<file path="config.mk">
export PLATFORM = sky130hd
export DESIGN_NAME = elevator_call_scheduler_flat
export DESIGN_NICKNAME = d
export VERILOG_FILES = /design/src/rtl/elevator_call_scheduler_if.sv /design/src/rtl/elevator_call_scheduler.sv /design/src/flat_wrapper.sv
export SDC_FILE = /design/constraint.sdc
export NUM_CORES = 1
export LEC_CHECK = 0
export BUFFER_PORTS_ARGS = -buffer_cell sky130_fd_sc_hd__clkbuf_2
export CAP_MARGIN = 20
export CORE_MARGIN = 2
export CORE_UTILIZATION = 53
export DETAILED_ROUTE_END_ITERATION = 16
export HOLD_SLACK_MARGIN = 0.05
export PLACE_DENSITY = 0.78
export SLEW_MARGIN = 20
export SYNTH_ARGS = -nofsm -noshare
export SYNTH_HDL_FRONTEND = slang
export SYNTH_SLANG_ARGS = --single-unit
</file>
<file path="constraint.sdc">
create_clock -name clk_i -period 2.6 [get_ports clk_i]
set_input_delay 0.65 -clock clk_i [delete_from_list [all_inputs] [get_ports clk_i]]
set_output_delay 0.65 -clock clk_i [all_outputs]
set_load 0.01 [all_outputs]
</file>
<file path="src/rtl/elevator_call_scheduler_if.sv">
// Purpose: groups the call/feedback/command signals between the elevator call
//          scheduler and the car model into one bundle.
// Signals:
//   call_req      call request per floor (one-cycle pulse is enough)
//   which_floor   current floor reported by the car
//   state         car command: 2'b00 Stop, 2'b11 Up, 2'b01 Down
//   pending_calls latched, not-yet-served calls
//   door_open     high while dwelling at a floor
//   served        one-cycle pulse on the floor just served
//   fault         car reported an out-of-range floor (sticky)
// Modports:
//   master  scheduler side (drives command and status)
//   slave   car / requester side (drives calls and floor feedback)
interface elevator_call_scheduler_if #(
    parameter int NUM_FLOORS = 5,
    parameter int FLOOR_W    = 5
);
    logic [NUM_FLOORS-1:0] call_req;
    logic [FLOOR_W-1:0]    which_floor;
    logic [1:0]            state;
    logic [NUM_FLOORS-1:0] pending_calls;
    logic                  door_open;
    logic [NUM_FLOORS-1:0] served;
    logic                  fault;

    modport master (
        input  call_req,
        input  which_floor,
        output state,
        output pending_calls,
        output door_open,
        output served,
        output fault
    );

    modport slave (
        output call_req,
        output which_floor,
        input  state,
        input  pending_calls,
        input  door_open,
        input  served,
        input  fault
    );
endinterface

</file>
<file path="src/rtl/elevator_call_scheduler.sv">
// Purpose: collective SCAN scheduler for a single elevator car. Latches floor
//          calls, keeps travelling in the current direction while calls remain
//          ahead, stops at every called floor for a fixed door dwell, then
//          re-evaluates. The car applies the registered command on the
//          following negedge, so each Up/Down cycle moves it exactly one floor.
// Ports:
//   clk_i   clock, all logic on posedge
//   rst_ni  synchronous active-low reset
//   bus     elevator_call_scheduler_if.master (calls, floor feedback,
//           command, pending/served/door/fault status)
//
// state     | meaning
// ----------+-----------------------------------------------------------
// IDLE      | car stopped, door closed, choosing the next direction
// MOVE_UP   | commanding Up one floor per cycle
// MOVE_DOWN | commanding Down one floor per cycle
// DOOR      | stopped with door open, dwell counter running
module elevator_call_scheduler #(
    parameter int NUM_FLOORS  = 5,
    parameter int FLOOR_W     = 5,
    parameter int DOOR_CYCLES = 4
) (
    input  logic                          clk_i,
    input  logic                          rst_ni,
    elevator_call_scheduler_if.master     bus
);

    localparam int CNT_W = (DOOR_CYCLES > 1) ? $clog2(DOOR_CYCLES) : 1;
    localparam logic [CNT_W-1:0] CNT_RELOAD = CNT_W'(DOOR_CYCLES - 1);

    localparam logic [1:0] CMD_STOP = 2'b00;
    localparam logic [1:0] CMD_UP   = 2'b11;
    localparam logic [1:0] CMD_DOWN = 2'b01;

    typedef enum logic [1:0] {
        IDLE,
        MOVE_UP,
        MOVE_DOWN,
        DOOR
    } fsm_t;

    fsm_t                  fsm_q;
    logic [1:0]            cmd_q;
    logic [NUM_FLOORS-1:0] pending_q;
    logic [NUM_FLOORS-1:0] served_q;
    logic                  door_q;
    logic                  fault_q;
    logic                  last_dir_up_q;
    logic [CNT_W-1:0]      cnt_q;

    logic [NUM_FLOORS-1:0] req;
    logic [NUM_FLOORS-1:0] here_mask;
    logic                  here;
    logic                  call_here;
    logic                  above;
    logic                  below;
    logic                  floor_bad;
    logic                  go_door;

    // Decisions look at pending | incoming so a call arriving on a decision
    // cycle is honoured immediately. here_mask stays zero for an out-of-range
    // floor, which is handled by the fault path anyway.
    always_comb begin
        req       = pending_q | bus.call_req;
        here_mask = '0;
        here      = 1'b0;
        call_here = 1'b0;
        above     = 1'b0;
        below     = 1'b0;
        for (int i = 0; i < NUM_FLOORS; i++) begin
            if (i > int'(bus.which_floor)) begin
                above = above | req[i];
            end
            if (i < int'(bus.which_floor)) begin
                below = below | req[i];
            end
            if (i == int'(bus.which_floor)) begin
                here_mask[i] = 1'b1;
                here         = req[i];
                call_here    = bus.call_req[i];
            end
        end
        floor_bad = int'(bus.which_floor) >= NUM_FLOORS;
        go_door   = (fsm_q != DOOR) && here;
    end

    always_ff @(posedge clk_i) begin
        if (!rst_ni) begin
            fsm_q         <= IDLE;
            cmd_q         <= CMD_STOP;
            pending_q     <= '0;
            served_q      <= '0;
            door_q        <= 1'b0;
            fault_q       <= 1'b0;
            last_dir_up_q <= 1'b1;
            cnt_q         <= '0;
        end else begin
            served_q  <= '0;
            pending_q <= req;
            if (fault_q || floor_bad) begin
                // Calls keep latching, but the car is parked until reset.
                fault_q <= 1'b1;
                fsm_q   <= IDLE;
                cmd_q   <= CMD_STOP;
                door_q  <= 1'b0;
                cnt_q   <= '0;
            end else if (go_door) begin
                fsm_q     <= DOOR;
                cmd_q     <= CMD_STOP;
                door_q    <= 1'b1;
                served_q  <= here_mask;
                pending_q <= req & ~here_mask;
                cnt_q     <= CNT_RELOAD;
                if (fsm_q == MOVE_UP) begin
                    last_dir_up_q <= 1'b1;
                end else if (fsm_q == MOVE_DOWN) begin
                    last_dir_up_q <= 1'b0;
                end
            end else begin
                case (fsm_q)
                    IDLE: begin
                        if (above && (last_dir_up_q || !below)) begin
                            fsm_q <= MOVE_UP;
                            cmd_q <= CMD_UP;
                        end else if (below) begin
                            fsm_q <= MOVE_DOWN;
                            cmd_q <= CMD_DOWN;
                        end else begin
                            cmd_q <= CMD_STOP;
                        end
                    end
                    MOVE_UP: begin
                        if (above) begin
                            cmd_q <= CMD_UP;
                        end else if (below) begin
                            fsm_q <= MOVE_DOWN;
                            cmd_q <= CMD_DOWN;
                        end else begin
                            fsm_q <= IDLE;
                            cmd_q <= CMD_STOP;
                        end
                    end
                    MOVE_DOWN: begin
                        if (below) begin
                            cmd_q <= CMD_DOWN;
                        end else if (above) begin
                            fsm_q <= MOVE_UP;
                            cmd_q <= CMD_UP;
                        end else begin
                            fsm_q <= IDLE;
                            cmd_q <= CMD_STOP;
                        end
                    end
                    DOOR: begin
                        // A re-press of the current floor restarts the dwell
                        // and is acknowledged rather than latched.
                        pending_q <= req & ~here_mask;
                        if (call_here) begin
                            cnt_q    <= CNT_RELOAD;
                            served_q <= here_mask;
                        end else if (cnt_q == '0) begin
                            fsm_q  <= IDLE;
                            door_q <= 1'b0;
                        end else begin
                            cnt_q <= cnt_q - 1'b1;
                        end
                    end
                    default: begin
                        fsm_q <= IDLE;
                        cmd_q <= CMD_STOP;
                    end
                endcase
            end
        end
    end

    assign bus.state         = cmd_q;
    assign bus.pending_calls = pending_q;
    assign bus.door_open     = door_q;
    assign bus.served        = served_q;
    assign bus.fault         = fault_q;

endmodule
</file>
<file path="src/flat_wrapper.sv">
// flat-port wrapper written by rule: the top's interface ports become plain ports
module elevator_call_scheduler_flat 
#(
    parameter int NUM_FLOORS  = 5,
    parameter int FLOOR_W     = 5,
    parameter int DOOR_CYCLES = 4
)
  (clk_i, rst_ni, bus_call_req, bus_which_floor, bus_state, bus_pending_calls, bus_door_open, bus_served, bus_fault);
  elevator_call_scheduler_if #(.NUM_FLOORS(NUM_FLOORS), .FLOOR_W(FLOOR_W)) bus_i ();
  input  logic clk_i;
  input  logic rst_ni;
  input wire logic [$bits(bus_i.call_req)-1:0] bus_call_req;
  input wire logic [$bits(bus_i.which_floor)-1:0] bus_which_floor;
  output wire logic [$bits(bus_i.state)-1:0] bus_state;
  output wire logic [$bits(bus_i.pending_calls)-1:0] bus_pending_calls;
  output wire logic [$bits(bus_i.door_open)-1:0] bus_door_open;
  output wire logic [$bits(bus_i.served)-1:0] bus_served;
  output wire logic [$bits(bus_i.fault)-1:0] bus_fault;
  assign bus_i.call_req = bus_call_req;
  assign bus_i.which_floor = bus_which_floor;
  assign bus_state = bus_i.state;
  assign bus_pending_calls = bus_i.pending_calls;
  assign bus_door_open = bus_i.door_open;
  assign bus_served = bus_i.served;
  assign bus_fault = bus_i.fault;
  elevator_call_scheduler #(.NUM_FLOORS(NUM_FLOORS), .FLOOR_W(FLOOR_W), .DOOR_CYCLES(DOOR_CYCLES)) u_core (.clk_i(clk_i), .rst_ni(rst_ni), .bus(bus_i));
endmodule
</file>
[Word level (Yosys, flattened, before mapping)]
Index checks and enable logic that the tools add are counted.
Operators by class
  muxes and demuxes: 56
  divide/modulo/power cells: 0
  eq/ne operators: 15
  magnitude comparators: 10
  reduce and logical (&&, ||, !) cells: 18
  multiply operators: 0
  add/subtract/negate cells: 1
  bitwise gates (word level): 12
  shifts and indexed selects: 0
Operators with widths (number)
  $mux W1: 32
  $mux W2: 16
  $mux W5: 6
  $eq A3 B5 Y1 const A: 2
  $gt A2 B5 Y1 const A: 2
  $lt A1 B5 Y1 const A: 2
  $lt A2 B5 Y1 const A: 2
  $ne A3 B3 Y1 const B: 3
  $pmux W2 S4: 1
  $or A1 B1 Y1: 7
  $ne A3 B1 Y1 const B: 2
  $pmux W2 S3: 1
  $reduce_and A3 Y1: 2
  $reduce_bool A2 Y1: 3
  $and A5 B5 Y5: 1
  $eq A2 B5 Y1 const A: 1
  $eq A4 B5 Y1 const A: 1
  $ge A5 B3 Y1 const B: 1
  $gt A1 B5 Y1 const A: 1
  $gt A3 B5 Y1 const A: 1
  $logic_not A5 Y1: 1
  $lt A3 B5 Y1 const A: 1
  $not A5 Y5: 1
  $or A5 B5 Y5: 1
  other kinds (15): 21
Word-level totals
  bits in registers: 19
  latch bits: 0
  memory bits (read-only): 0
  output and inout port bits: 14
  bits of input ports: 12
  memories kept: 0
  bits in writable memories: 0
  word-level logic and storage cells: 120

[Logic depth before layout (Yosys ltp)]
  depth after elaboration: 16
  mapped depth: 8

[Worst setup path after synthesis]
OpenSTA, ideal clock, no wires.
  path type: in2reg
  start: input bus_which_floor[1]
  end: register u_core.cmd_q[1] (netlist: u_core.bus.state[1])
  setup slack: 0.214 ns
  stages on the path: 7
  library setup time: 0.080 ns
  data arrival time: 2.305 ns
  cells stage by stage: buf_4 or2_4 a211o_1 a22oi_4 nor3_2 or4_4 a211oi_2
Between the ends
  cells in the longest elaborated chain, start to end: 15
RTL lines
  from (decl): line flat_wrapper.sv:13  | input wire logic [$bits(bus_i.which_floor)-1:0] bus_which_floor;
  $lt A1 B5 Y1: line elevator_call_scheduler.sv:74  | if (i < int'(bus.which_floor)) begin
  $mux W1: line elevator_call_scheduler.sv:74
  $or A1 B1 Y1: line elevator_call_scheduler.sv:75  | below = below | req[i];
  $mux W1: line elevator_call_scheduler.sv:74
  $or A1 B1 Y1: line elevator_call_scheduler.sv:75
  $mux W1: line elevator_call_scheduler.sv:74
  $or A1 B1 Y1: line elevator_call_scheduler.sv:75
  $mux W1: line elevator_call_scheduler.sv:74
  $or A1 B1 Y1: line elevator_call_scheduler.sv:75
  $mux W1: line elevator_call_scheduler.sv:74
  $logic_not A1 Y1: line elevator_call_scheduler.sv:122  | if (above && (last_dir_up_q || !below)) begin
  $logic_or A1 B1 Y1: line elevator_call_scheduler.sv:122
  $logic_and A1 B1 Y1: line elevator_call_scheduler.sv:122
  $mux W2: line elevator_call_scheduler.sv:122
  $pmux W2 S3: line elevator_call_scheduler.sv:120  | case (fsm_q)
  to (signal assigned): line elevator_call_scheduler.sv:124  | cmd_q <= CMD_UP;
  to (signal assigned): line elevator_call_scheduler.sv:127  | cmd_q <= CMD_DOWN;
  to (signal assigned): line elevator_call_scheduler.sv:129  | cmd_q <= CMD_STOP;
  to (decl): line elevator_call_scheduler.sv:43  | logic [1:0] cmd_q;
Several ways; a longest one is shown, not always the timed one.
A chain may end at the register's enable or synchronous reset.

[Final worst setup path]
  start: input bus_which_floor[0]
  end: register u_core.cmd_q[1] (netlist: u_core.bus.state[1])
Same word-level chain as after synthesis.

==> results.txt <==
Iter 0 DRT Violations: 53
Starting Density: 54.7%
CP required: 2.83 ns
Worst Tran Pin Value: 0.476 ns
CP cell instances: clkbuf_2 > or2_4 > a211o_1 > a22oi_4 > a21oi_1 > or4_4 > a211oi_2
width of the die: 51.1 µm
Post-CTS Setup Bufs: 0
largest net degree at the start of global routing: 12
initial antenna violation count: 0
Crit path largest cell delay: 0.43 ns
final cell count without fillers: 189
total grt overflow: 0
maximum VDD drop: 0.246 mV
GRT Total Usage: 24.4%
Synth area leaders: dfxtp_1, ha_1, a211oi_1, mux4_2, nor2_1
I/O pins: 26
row count: 17
syn avg cell area: 9.25 µm²
CTS resizes: 0
H-tree levels: 1
Slew headroom: 68.0%
Final Setup Violations: 0
critical path data arrival time: 2.54 ns
top cell type's share of synthesized area: 32.4%
CP Class: input pin to flip-flop
Layout Nets: 181
Pleak: 0.553 nW
Routed WL: 3.00 mm
clk_lat worst skew: 0.30 ns
Syn-to-layout area delta: 18.8%
vias post-DR: 1199
RSZ-0062 raised after global routing: no
routed len/inst: 15.9 µm
fmax: 434 MHz
ratio of cells with drive above 1 in the final layout: 32.9%
Initial DRT Pass Iterations: 4
Cells after DPL: 185
Die ar.: 2610 µm²
period utilization: 88.7%
final hold viol count: 0
Post-route DRC: 0
post-synth top area cell: dfxtp_1
Max clock buf depth: 2
filler instances: 187
Root Buffer: clkbuf_4
clock period minus worst slack: 2.31 ns
outcome: complete, no violations
Hold WC Path Type: flip-flop to flip-flop
Slew Viols, Final: 0
Crit-path slowest cell: or4_4
ant diodes: 0
CTS tree: done
Synth cell types: 45
Sum Neg Setup Slack: 0 ns
Detailed Place HPWL: 2.38 mm
Seq/Total Area, Yosys: 32.4%
Max-Cap Viols: 0
Die Ht: 51.1 µm
Clock Skew: 0.00930 ns
number of buffers added on ports: 25
TritonCTS Buffers: 3
first-pass GRT wire length: 4.91 mm
synth warn: 0
clock sink total: 19
hold_buf cts: 0
flops & latches, synth: 19
Clock Pin Slew Worst Setup and Hold Paths: 0.12 ns
core area: 2150 µm²
worst-path maximum fanout: 9
GP Congestion: 0.926
Cells after Synth: 127
routed vias/inst: 6.34
vias in the first global route: 1126
pwr dens: 413 nW/µm²
Critical Path Sink Type: flip-flop
syn_nets: 146
CP startpoint kind: input pin
Synth Cell Area: 1170 µm²
ANT nets after route: 0
worst max-delay path: cells and delay by family:
family / cells / cell delay [ns]
AO/OA/AOI/OAI: 4 / 0.97
buffers and inverters: 1 / 0.17
AND/OR/NAND/NOR: 2 / 0.73
worst paths after layout:
kind / cells after the start / startpoint / slack, ns / end
worst max-delay path: 7 / bus_which_floor[0] / 0.29 / u_core.bus.state[1]$_SDFFE_PP0P_
worst min-delay path: 2 / u_core.bus.door_open$_SDFFE_PP0P_ / 0.50 / u_core.bus.door_open$_SDFFE_PP0P_
worst max register to register: 6 / u_core.bus.pending_calls[0]$_SDFF_PN0_ / 0.43 / u_core.bus.state[1]$_SDFFE_PP0P_
worst min register to register: 2 / u_core.bus.door_open$_SDFFE_PP0P_ / 0.50 / u_core.bus.door_open$_SDFFE_PP0P_
cells in the final DEF, fill, tap and decap left out, drive strengths merged, types with 3 or more instances in the layout:
master / instances
o21ai: 7
ha: 7
nor4: 4
nor3: 5
inv: 8
o22ai: 3
a31oi: 3
nor2: 12
nand2: 7
or2: 3
dfxtp: 19
clkbuf: 28
a21oi: 4
a211oi: 8
buf: 9
metrics by stage:
step / hold slack (ns) / total power, mW / setup slack, ns / instance area [µm²] / utilization, %
6_report: 0.501 / 0.576 / 0.294 / 1400 / 65.0
3_5_place_dp: 0.476 / 0.424 / -0.00717 / 1370 / 63.7
3_3_place_gp: 0.466 / 0.419 / 0.0974 / 1370 / 63.7
2_1_floorplan: 0.465 / 0.384 / 0.214 / 1170 / -
4_1_cts: 0.504 / 0.574 / 0.306 / 1400 / 65.0
5_1_grt: 0.538 / 0.600 / 0.226 / 1400 / 65.0
area by class of cell:
class | count | area [µm²] | area share, %
tap | 28 | 35.0 | 2.51
multi-input combinational | 96 | 731 | 52.3
timing repair buffer | 34 | 193 | 13.8
inverter | 8 | 30.0 | 2.15
clock inverter | 1 | 5.00 | 0.358
clock buffer | 3 | 22.5 | 1.61
sequential | 19 | 380 | 27.2
registers in the layout, indices dropped and copies added (netlist names):
name	cells
u_core.fsm_q	2
u_core.bus.state	2
u_core.bus.served	5
u_core.bus.door_open	1
u_core.last_dir_up_q	1
u_core.bus.pending_calls	5
u_core.cnt_q	2
u_core.bus.fault	1
cell families (layout without fill, tap and decap cells):
kind of cell               after synthesis  in the layout  synth area share, %
and+or+nand+nor                         46             46                 22.5
AOI/OAI and AO/OA                       40             40                 27.6
DFF                                     19             19                 32.4
buffers and inverters                   12             46                 5.43
adders and majority gates                7              7                 7.45
muxes                                    3              3                 4.69
power breakdown:
group | leakage (nW) | internal (mW) | total [mW] | switching [mW]
clock network | 0.0177 | 0.0573 | 0.157 | 0.0994
logic | 0.380 | 0.0494 | 0.112 | 0.0622
registers | 0.155 | 0.299 | 0.308 | 0.00833
total | 0.553 | 0.406 | 0.576 | 0.170
cell usage after synthesis, drive strengths merged:
library cell / number
a21oi: 4
and2: 2
nand2: 7
o311a: 1
o32ai: 2
mux4: 2
nor3b: 1
a2bb2oi: 2
o22ai: 3
o21bai: 1
or3: 1
inv: 8
buf: 4
nor4: 4
a211o: 1
ha: 7
nor2: 12
a31oi: 3
mux2i: 1
a211oi: 8
or4: 2
and4: 1
nand2b: 2
or2: 3
nand4b: 2
o221a: 2
nor2b: 2
a22oi: 1
a32oi: 1
nor3: 5
o21ai: 7
dfxtp: 19
nand3: 2
o211ai: 2
a221oi: 2
metal layers:
layer | wire length [µm] | global-route usage [%] | vias up
met2 | 1540 | 43.5 | 68
met1 | 1140 | 29.2 | 574
li1 | - | - | 553
met5 | 0 | 0 | -
met4 | 25 | 9.01 | 0
met3 | 296 | 4.09 | 4
Note: power is estimated with default switching activity, not from simulation.
